--- config.mk ---
export PLATFORM = sky130hd
export DESIGN_NAME = team_06_trem_ctrl
export DESIGN_NICKNAME = d
export VERILOG_FILES = /design/src/rtl/team_06_trem_ctrl.sv
export SDC_FILE = /design/constraint.sdc
export NUM_CORES = 1
export LEC_CHECK = 0
export BUFFER_PORTS_ARGS = -buffer_cell sky130_fd_sc_hd__buf_2
export CAP_MARGIN = 20
export CORE_ASPECT_RATIO = 1.2
export CORE_MARGIN = 3
export CORE_UTILIZATION = 60
export DETAILED_ROUTE_END_ITERATION = 7
export GPL_ROUTABILITY_DRIVEN = 0
export GPL_TIMING_DRIVEN = 0
export HOLD_SLACK_MARGIN = 0.12
export PLACE_DENSITY = 0.87
export SYNTH_ARGS = -nofsm -noshare
export SYNTH_HDL_FRONTEND = slang
export SYNTH_SLANG_ARGS = --single-unit
--- constraint.sdc ---
create_clock -name clk -period 4.9 [get_ports clk]
set_input_delay 0.245 -clock clk [delete_from_list [all_inputs] [get_ports clk]]
set_output_delay 0.245 -clock clk [all_outputs]
set_load 0.01 [all_outputs]
--- src/rtl/team_06_trem_ctrl.sv ---
// rtl/team_06_trem_ctrl.sv - tremolo sequencer: sample tick, LFO step strobe, rate and click-free enable
module team_06_trem_ctrl #(
    parameter int SAMPLE_DIV = 2500,
    parameter int RATE_MIN   = 1,
    parameter int RATE_MAX   = 15,
    parameter int RATE_RST   = 4,
    parameter int DEPTH_MAX  = 16
) (
    input  logic       clk,
    input  logic       n_rst,
    input  logic       toggle_req,
    input  logic       rate_up,
    input  logic       rate_down,
    output logic       sample_tick,
    output logic       lfo_step,
    output logic       trem_en,
    output logic [3:0] rate,
    output logic [4:0] depth_mirror,
    output logic [1:0] state
);

    localparam int SW = (SAMPLE_DIV > 2) ? $clog2(SAMPLE_DIV) : 1;
    localparam logic [SW-1:0] SAMP_LAST  = SW'(SAMPLE_DIV - 1);
    localparam logic [3:0]    RATE_MIN_V = 4'(RATE_MIN);
    localparam logic [3:0]    RATE_MAX_V = 4'(RATE_MAX);
    localparam logic [3:0]    RATE_RST_V = 4'(RATE_RST);
    localparam logic [4:0]    DEPTH_TOP  = 5'(DEPTH_MAX);

    typedef enum logic [1:0] {
        BYPASS = 2'd0,
        ARM    = 2'd1,
        ACTIVE = 2'd2,
        DRAIN  = 2'd3
    } state_t;

    state_t        state_q, state_d;
    logic [SW-1:0] samp_cnt;
    logic [3:0]    lfo_cnt;
    logic          dir_up;
    logic          rate_inc, rate_dec, rate_last, drain_exit;

    assign sample_tick = (samp_cnt == SAMP_LAST);
    assign trem_en     = (state_q == ACTIVE) || (state_q == DRAIN);
    assign state       = state_q;

    assign rate_inc   = rate_up & ~rate_down & (rate < RATE_MAX_V);
    assign rate_dec   = rate_down & ~rate_up & (rate > RATE_MIN_V);
    assign rate_last  = (lfo_cnt == rate - 4'd1);
    // A same-cycle toggle cancels the drain, so the exit (and its step suppression) only applies without one
    assign drain_exit = (state_q == DRAIN) & ~toggle_req & sample_tick & (depth_mirror == DEPTH_TOP);
    assign lfo_step   = sample_tick & trem_en & rate_last & ~drain_exit;

    always_ff @(posedge clk or negedge n_rst) begin
        if (!n_rst) begin
            samp_cnt <= '0;
        end else if (sample_tick) begin
            samp_cnt <= '0;
        end else begin
            samp_cnt <= samp_cnt + SW'(1);
        end
    end

    always_ff @(posedge clk or negedge n_rst) begin
        if (!n_rst) begin
            rate    <= RATE_RST_V;
            lfo_cnt <= 4'd0;
        end else if (rate_inc || rate_dec) begin
            rate    <= rate_inc ? rate + 4'd1 : rate - 4'd1;
            lfo_cnt <= 4'd0;
        end else if (sample_tick && trem_en) begin
            lfo_cnt <= rate_last ? 4'd0 : lfo_cnt + 4'd1;
        end
    end

    always_ff @(posedge clk or negedge n_rst) begin
        if (!n_rst) begin
            depth_mirror <= 5'd0;
            dir_up       <= 1'b1;
        end else if (lfo_step) begin
            if (dir_up) begin
                if (depth_mirror < DEPTH_TOP) begin
                    depth_mirror <= depth_mirror + 5'd1;
                end else begin
                    depth_mirror <= depth_mirror - 5'd1;
                    dir_up       <= 1'b0;
                end
            end else begin
                if (depth_mirror > 5'd0) begin
                    depth_mirror <= depth_mirror - 5'd1;
                end else begin
                    depth_mirror <= depth_mirror + 5'd1;
                    dir_up       <= 1'b1;
                end
            end
        end
    end

    always_ff @(posedge clk or negedge n_rst) begin
        if (!n_rst) begin
            state_q <= BYPASS;
        end else begin
            state_q <= state_d;
        end
    end

    always_comb begin
        state_d = state_q;
        case (state_q)
            BYPASS: if (toggle_req) state_d = ARM;
            ARM: begin
                if (toggle_req)       state_d = BYPASS;
                else if (sample_tick) state_d = ACTIVE;
            end
            ACTIVE: if (toggle_req) state_d = DRAIN;
            DRAIN: begin
                if (toggle_req)      state_d = ACTIVE;
                else if (drain_exit) state_d = BYPASS;
            end
            default: state_d = BYPASS;
        endcase
    end

endmodule

==> metrics.cfg, run 1 <==
[status]
status = complete, no violations

[logic_synthesis]
synth_top_cell_by_area = dfrtp_1
synth_cell_types = 42
ys_seq_area_share_pct = 43.9
ys_async_sr_fraction_pct = 100
synthMuxAreaShare_pct = 0.625
synthTopCellsByCount = 26 x dfrtp_1, 15 x nand2_1, 15 x nor2_1
yosysMostFrequentCell = dfrtp_1
yosys_warnings = 0
syn_avg_cell_area_um2 = 9.77
synth_compound_area_share_pct = 11.0
yosysTopAreaCellShare_pct = 40.6
synth_edf_count = 0
synthSimpleGateAreaFrac_pct = 24.9
synth_top_family_by_area = simple AND/OR/NAND/NOR gates
netlist_instances = 164
syn-cell-area_um2 = 1600
synth-xor-area-share_pct = 11.9
synthAdderAreaFrac_pct = 5.47
synth_ff_type = dfrtp_1
syn_nets = 176
yosys-top-cells-area = dfrtp_1 41%, xnor2_1 7.7%, ha_1 5.5%
synth_seq_cells = 28

[place]
dp.cells = 213
port_buffers = 18
dp_hpwl_mm = 2.28
pre_cts_ws_ps = 2520

[grt]
grt_pass1_vias = 1222
antenna_found_initial = 0
gr-usage-all-layers_pct = 20.4
overflow = 0
grt_pass1_wl_mm = 5.18
grt_max_degree = 29

[finish]
fin_cells = 219
drive_gt1_share_pct = 16.0
n_antenna_cell = 0
fin_util_pct = 74.4
area_growth_pct = 12.6
final_nets = 201

[power]
peakVddDrop_uv = 252
finalPower_uw = 690
p_leak_nw = 0.808
p_per_area_nw_per_um2 = 382

[floorplan]
io_pins = 19
die_w_um = 53.2
rows = 19
initial_utilization_pct = 66.0
die_h_um = 62.6
core_area_um2 = 2420
die_area_um2 = 3330

[worst_setup_path]
worstPathRequired_ps = 4660
start_kind = register
path_max_fanout = 8
arrival_ps = 2350
cp_slowest_cell = dfrtp_1
cp-end-kind = output pin
critPathMaxStageDelay_ps = 530
path_cells = inv_1, ha_1, xor3_1, nor3_1, and2_4, nor3b_1, buf_2
worstSetupPathType = register to output pin
cp_top_family = simple AND/OR/NAND/NOR gates
crit_buf_inv = 2

[routing]
drt_iter0_drc = 35
wirelength_mm = 3.07
postRouteAntennaNets = 0
via_count = 1271
drc = 0
wire_per_inst_um = 14.0
vias_per_cell = 5.80
firstDrtPassIters = 4

[sta]
period_minus_slack_ps = 2600
fin_worst_skew_ps = 11.5
drv_slew = 0
fmax_mhz = 385
fin_setup_tns_ps = 0
worst_slack_ps = 2300
slew_headroom_pct = 51.4
worst_pin_slew_ps = 720
setup_violations = 0
finalHoldViolations = 0
fin_crit_sh_pct = 53.0
rsz0062_at_grt = false

[clock_network]
cts_tree = yes
numCtsBuffers = 3
htreeDepth = 1
clk_latency_ps = 340
cts_max_path_buffers = 2
root_buffer = clkbuf_4
path_clk_slew_ps = 140
clock_sinks = 28

[min_path]
hp-class = input pin to register

[flow_run]
drv_cap = 0

through the flow:
| step | hold WS [ps] | area (um2) |
|---|---|---|
| floorplan | -50.6 | 1600 |
| CTS | 138 | 1800 |
| detailed placement | 288 | 1730 |
| finish | 149 | 1800 |
| global placement | 289 | 1730 |
| global route | 174 | 1800 |
cell usage in the layout (no fill, tap or decap), types with 2 or more instances in the layout:
cell type / n
a2bb2oi_1: 2
and3_1: 3
nor3b_1: 3
nand3b_1: 2
nand3_1: 8
ha_1: 7
o211ai_1: 2
inv_1: 6
xor2_1: 5
clkbuf_1: 2
buf_2: 19
clkbuf_4: 3
dfstp_2: 2
o21ai_0: 9
dlygate4sd3_1: 2
nand4_1: 3
nand2b_1: 5
nand2_1: 15
nor3_1: 4
a21oi_1: 8
nor4b_2: 2
dfrtp_1: 26
xnor2_1: 14
nor2_1: 15
power by group:
part | total (mW) | switching, mW | internal [mW] | leakage, nW
registers | 0.302 | 0.0419 | 0.260 | 0.358
clock network | 0.151 | 0.0680 | 0.0829 | 0.0279
logic | 0.237 | 0.116 | 0.121 | 0.422
kinds of logic (layout without fill, tap and decap cells):
logic type	Yosys count	after routing
simple gates	71	71
compound gates	28	28
flops	28	28
xor+xnor	20	20
buf+inv	9	33
fa+ha+maj	7	7
mux	1	1
sequential cells by signal, summed over array words and instances, names as in the netlist:
| register | flops |
|---|---|
| samp_cnt | 12 |
| depth_mirror | 5 |
| lfo_cnt | 4 |
| rate | 4 |
| state | 2 |
| dir_up | 1 |
metal layers:
layer | up-vias | GRT usage [%] | routed length [um]
met5 | - | 0 | 0
met2 | 25 | 36.0 | 1600
met4 | 0 | 7.03 | 34
li1 | 630 | - | -
met1 | 610 | 25.5 | 1340
met3 | 6 | 1.43 | 99
worst reg2reg max path, stage by stage, from the launching register on:
cell and delay (ps):
dfrtp_1 530, inv_1 120, ha_1 270, xor3_1 350, nor3_1 210, nand4_1 400, o21ai_0 290, o21ai_0 120
path summary, 6_finish.rpt:
kind,start,endpoint,slack (ps),depth (start not counted)
hold reg to reg,samp_cnt[0],samp_cnt[0],500,1
max in group asynchronous,n_rst,depth_mirror[1],4080,2
setup reg to reg,rate[0],depth_mirror[4],2500,7
min in group asynchronous,n_rst,lfo_cnt[1],430,2
hold / removal,toggle_req,state[0],150,3
setup / recovery,rate[0],lfo_step,2300,7
final cells by class:
cell class              count  area [um2]
flip-flops and latches     28         703
fillers                   185         622
repair buffers             20         110
multi-input cells         127         863
clock buffers               3        22.5
inverters                   6        22.5
well taps                  31        38.8
clock inverters             1        30.0
plain buffers               3        12.5
what timing repair did:
item | in CTS | in global routing
hold buffers | 2 | 0
resized for setup | 0 | 0
setup buffers | 0 | 0
endpoints found under the hold margin | 27 | 0
Note: power is estimated with default switching activity, not from simulation.
==> inputs of run 2 (changes only) <==
--- a/config.mk
+++ b/config.mk
@@ -9,12 +9,12 @@
 export CAP_MARGIN = 20
 export CORE_ASPECT_RATIO = 1.2
 export CORE_MARGIN = 3
-export CORE_UTILIZATION = 60
+export CORE_UTILIZATION = 57
 export DETAILED_ROUTE_END_ITERATION = 7
 export GPL_ROUTABILITY_DRIVEN = 0
 export GPL_TIMING_DRIVEN = 0
 export HOLD_SLACK_MARGIN = 0.12
-export PLACE_DENSITY = 0.87
+export PLACE_DENSITY = 0.83
 export SYNTH_ARGS = -nofsm -noshare
 export SYNTH_HDL_FRONTEND = slang
 export SYNTH_SLANG_ARGS = --single-unit
==> constraint.sdc (replaced) <==
create_clock -name clk -period 2.7 [get_ports clk]
set_input_delay 0.135 -clock clk [delete_from_list [all_inputs] [get_ports clk]]
set_output_delay 0.135 -clock clk [all_outputs]
set_load 0.01 [all_outputs]
==> metrics.cfg, run 2 (same netlist as run 1, synthesis figures left out) <==
[min_path]
hold_start = rate_up
hp-class = input pin to register

[finish]
final_area_um2 = 1830  ; +1.3%
final_nets = 203  ; +1.0%
drive_gt1_share_pct = 16.3  ; +0.36 points
reg_top3 = samp_cnt x12, depth_mirror x5
n_antenna_cell = 0  ; unchanged
final_common_cell = dfrtp_1
final_cell_mix = 25 x dfrtp_1, 19 x buf_2, 15 x nand2_1, 15 x nor2_1, 14 x xnor2_1
fillers = 202  ; +9.2%
largest_register_ffs = 12  ; unchanged
area_growth_pct = 14.1
top_register = samp_cnt

[power]
seq_power_share_pct = 43.3  ; -0.5 points
p_per_area_nw_per_um2 = 696  ; +82%
p_sw_uw = 415  ; +84%
p_int_uw = 855  ; +84%
finalPower_mw = 1.27  ; +84%
peakVddDrop_uv = 558  ; +120%
p_comb_share_pct = 35.2  ; +0.9 points
clockPowerShare_pct = 21.5  ; -0.4 points
p_leak_nw = 0.816  ; +0.90%
netSwitchingFraction_pct = 32.7  ; -0.049 points

[worst_setup_path]
startpoint = rate[0]
reg2reg_setup_slack_ps = 410  ; -2090 ps
rr_startpoint = rate[0]
start_kind = register
path_max_fanout = 8  ; unchanged
worstPathRequired_ps = 2570  ; -2090 ps
arrival_ps = 2320  ; -30 ps
cp-endpoint = lfo_step
r2r_end = depth_mirror[3]
reg2reg_depth = 7  ; unchanged
worstSetupPathType = register to output pin
cp-end-kind = output pin

[grt]
gr-max-usage-layer = met2
grt_util_met3_pct = 3.03  ; +1.6 points
grt_pass1_wl_mm = 5.26  ; +1.6%
grt_max_degree = 29  ; unchanged
use_met2_pct = 36.4  ; +0.35 points
overflow = 0  ; unchanged
grt_pass1_vias = 1221  ; -0.082%
gr-usage-all-layers_pct = 19.9  ; -0.55 points
use_met1_pct = 22.7  ; -2.8 points
antenna_found_initial = 0  ; unchanged

[floorplan]
core_area_um2 = 2600  ; +7.3%
die_area_um2 = 3480  ; +4.7%
die_w_um = 54.4  ; +2.3%
io_pins = 19  ; unchanged
initial_utilization_pct = 61.5  ; -4.5 points
rows = 20  ; +1
die_h_um = 64.1  ; +2.3%

[sta]
fin_crit_sh_pct = 90.9
fin_setup_tns_ps = 0  ; unchanged
fmax_mhz = 407
setup_violations = 0  ; unchanged
fin_worst_skew_ps = 3.13  ; -8.39 ps
rsz0062_at_grt = false
finalHoldViolations = 0  ; unchanged
slew_headroom_pct = 52.3  ; +0.89 points
worst_pin_slew_ps = 707  ; -13.1 ps
drv_slew = 0  ; unchanged
period_minus_slack_ps = 2450

[clock_network]
cts_max_path_buffers = 2  ; unchanged
clock_sinks = 28  ; unchanged
root_buffer = clkbuf_4
cts_tree = yes
path_clk_slew_ps = 140  ; about the same
numCtsBuffers = 3  ; unchanged
htreeDepth = 1  ; unchanged
cts.repair_timing.setup_buffer_count = 0  ; unchanged
clk_latency_ps = 330  ; about the same

[routing]
drt_iter0_drc = 32  ; -8.6%
wire_per_inst_um = 13.3  ; -5.2%
postRouteAntennaNets = 0  ; unchanged
wirelength_mm = 2.96  ; -3.5%
firstDrtPassIters = 4  ; unchanged
via_count = 1274  ; +0.24%
drc = 0  ; unchanged
vias_per_cell = 5.71  ; -1.6%

[flow_run]
drv_cap = 0  ; unchanged

[place]
place_area_um2 = 1730  ; +0.14%
dp_hpwl_mm = 2.19  ; -4.0%
port_buffers = 18  ; unchanged

[status]
status = complete, no violations

run 2: changes by cell type in the layout (fill, tap and decap cells not counted):
| cell | previous run | this run |
|---|---|---|
| dlygate4sd3_1 | 2 | 4 |
| dfrtp_2 | 0 | 1 |
| dfrtp_1 | 26 | 25 |
run 2: critical path, stage by stage (launching register included):
cell	delay (ps)
dfrtp_2	480
inv_1	90
ha_1	260
xor3_1	370
nor3_1	230
and2_4	230
nor3b_1	170
buf_2	160
run 2: routing by layer:
layer / vias up / share of wire [%]
met2: 17 / 52
met3: 5 / 3.1
met4: 0 / 1.3
met1: 617 / 43
li1: 635 / -
met5: - / 0
run 2: how the worst min path moves through the flow:
stage,end,slack (ps),depth (start not counted)
6_report,rate[1],230,4
5_1_grt,rate[1],230,4
4_1_cts,rate[1],220,4
3_5_place_dp,rate[0],180,1
3_3_place_gp,rate[0],170,1
2_1_floorplan,depth_mirror[0],-160,0
run 2: metrics by stage:
stage	hold WS, ps	util [%]	setup slack (ps)	std cells
2_1_floorplan	-161	-	594	164
3_3_place_gp	173	66.6	376	215
3_5_place_dp	182	66.6	295	215
4_1_cts	221	70.1	120	223
5_1_grt	233	70.2	53.2	223
6_report	228	70.2	245	223
run 2: power groups by stage:
stage / Clock (mW) / Sequential, mW / Combinational, mW
floorplan: 0 / 0.557 / 0.320
global placement: 0 / 0.551 / 0.415
detailed placement: 0 / 0.557 / 0.433
CTS: 0.282 / 0.548 / 0.450
global route: 0.302 / 0.562 / 0.500
finish: 0.274 / 0.550 / 0.447
run 2: cell type report:
type                    instances  area, um2  share of cell area, %
well taps                      33       41.3                   2.26
plain buffers                   3       12.5                  0.685
flip-flops and latches         28        704                   38.6
multi-input cells             127        863                   47.3
repair buffers                 22        130                   7.12
clock buffers                   3       22.5                   1.23
inverters                       6       22.5                   1.23
clock inverters                 1       30.0                   1.64
run 2: repair_timing:
item                                    in CTS  in global routing
resized for setup                            0                  1
endpoints found under the setup margin       0                  1
hold buffers                                 4                  0
endpoints found under the hold margin       28                  0
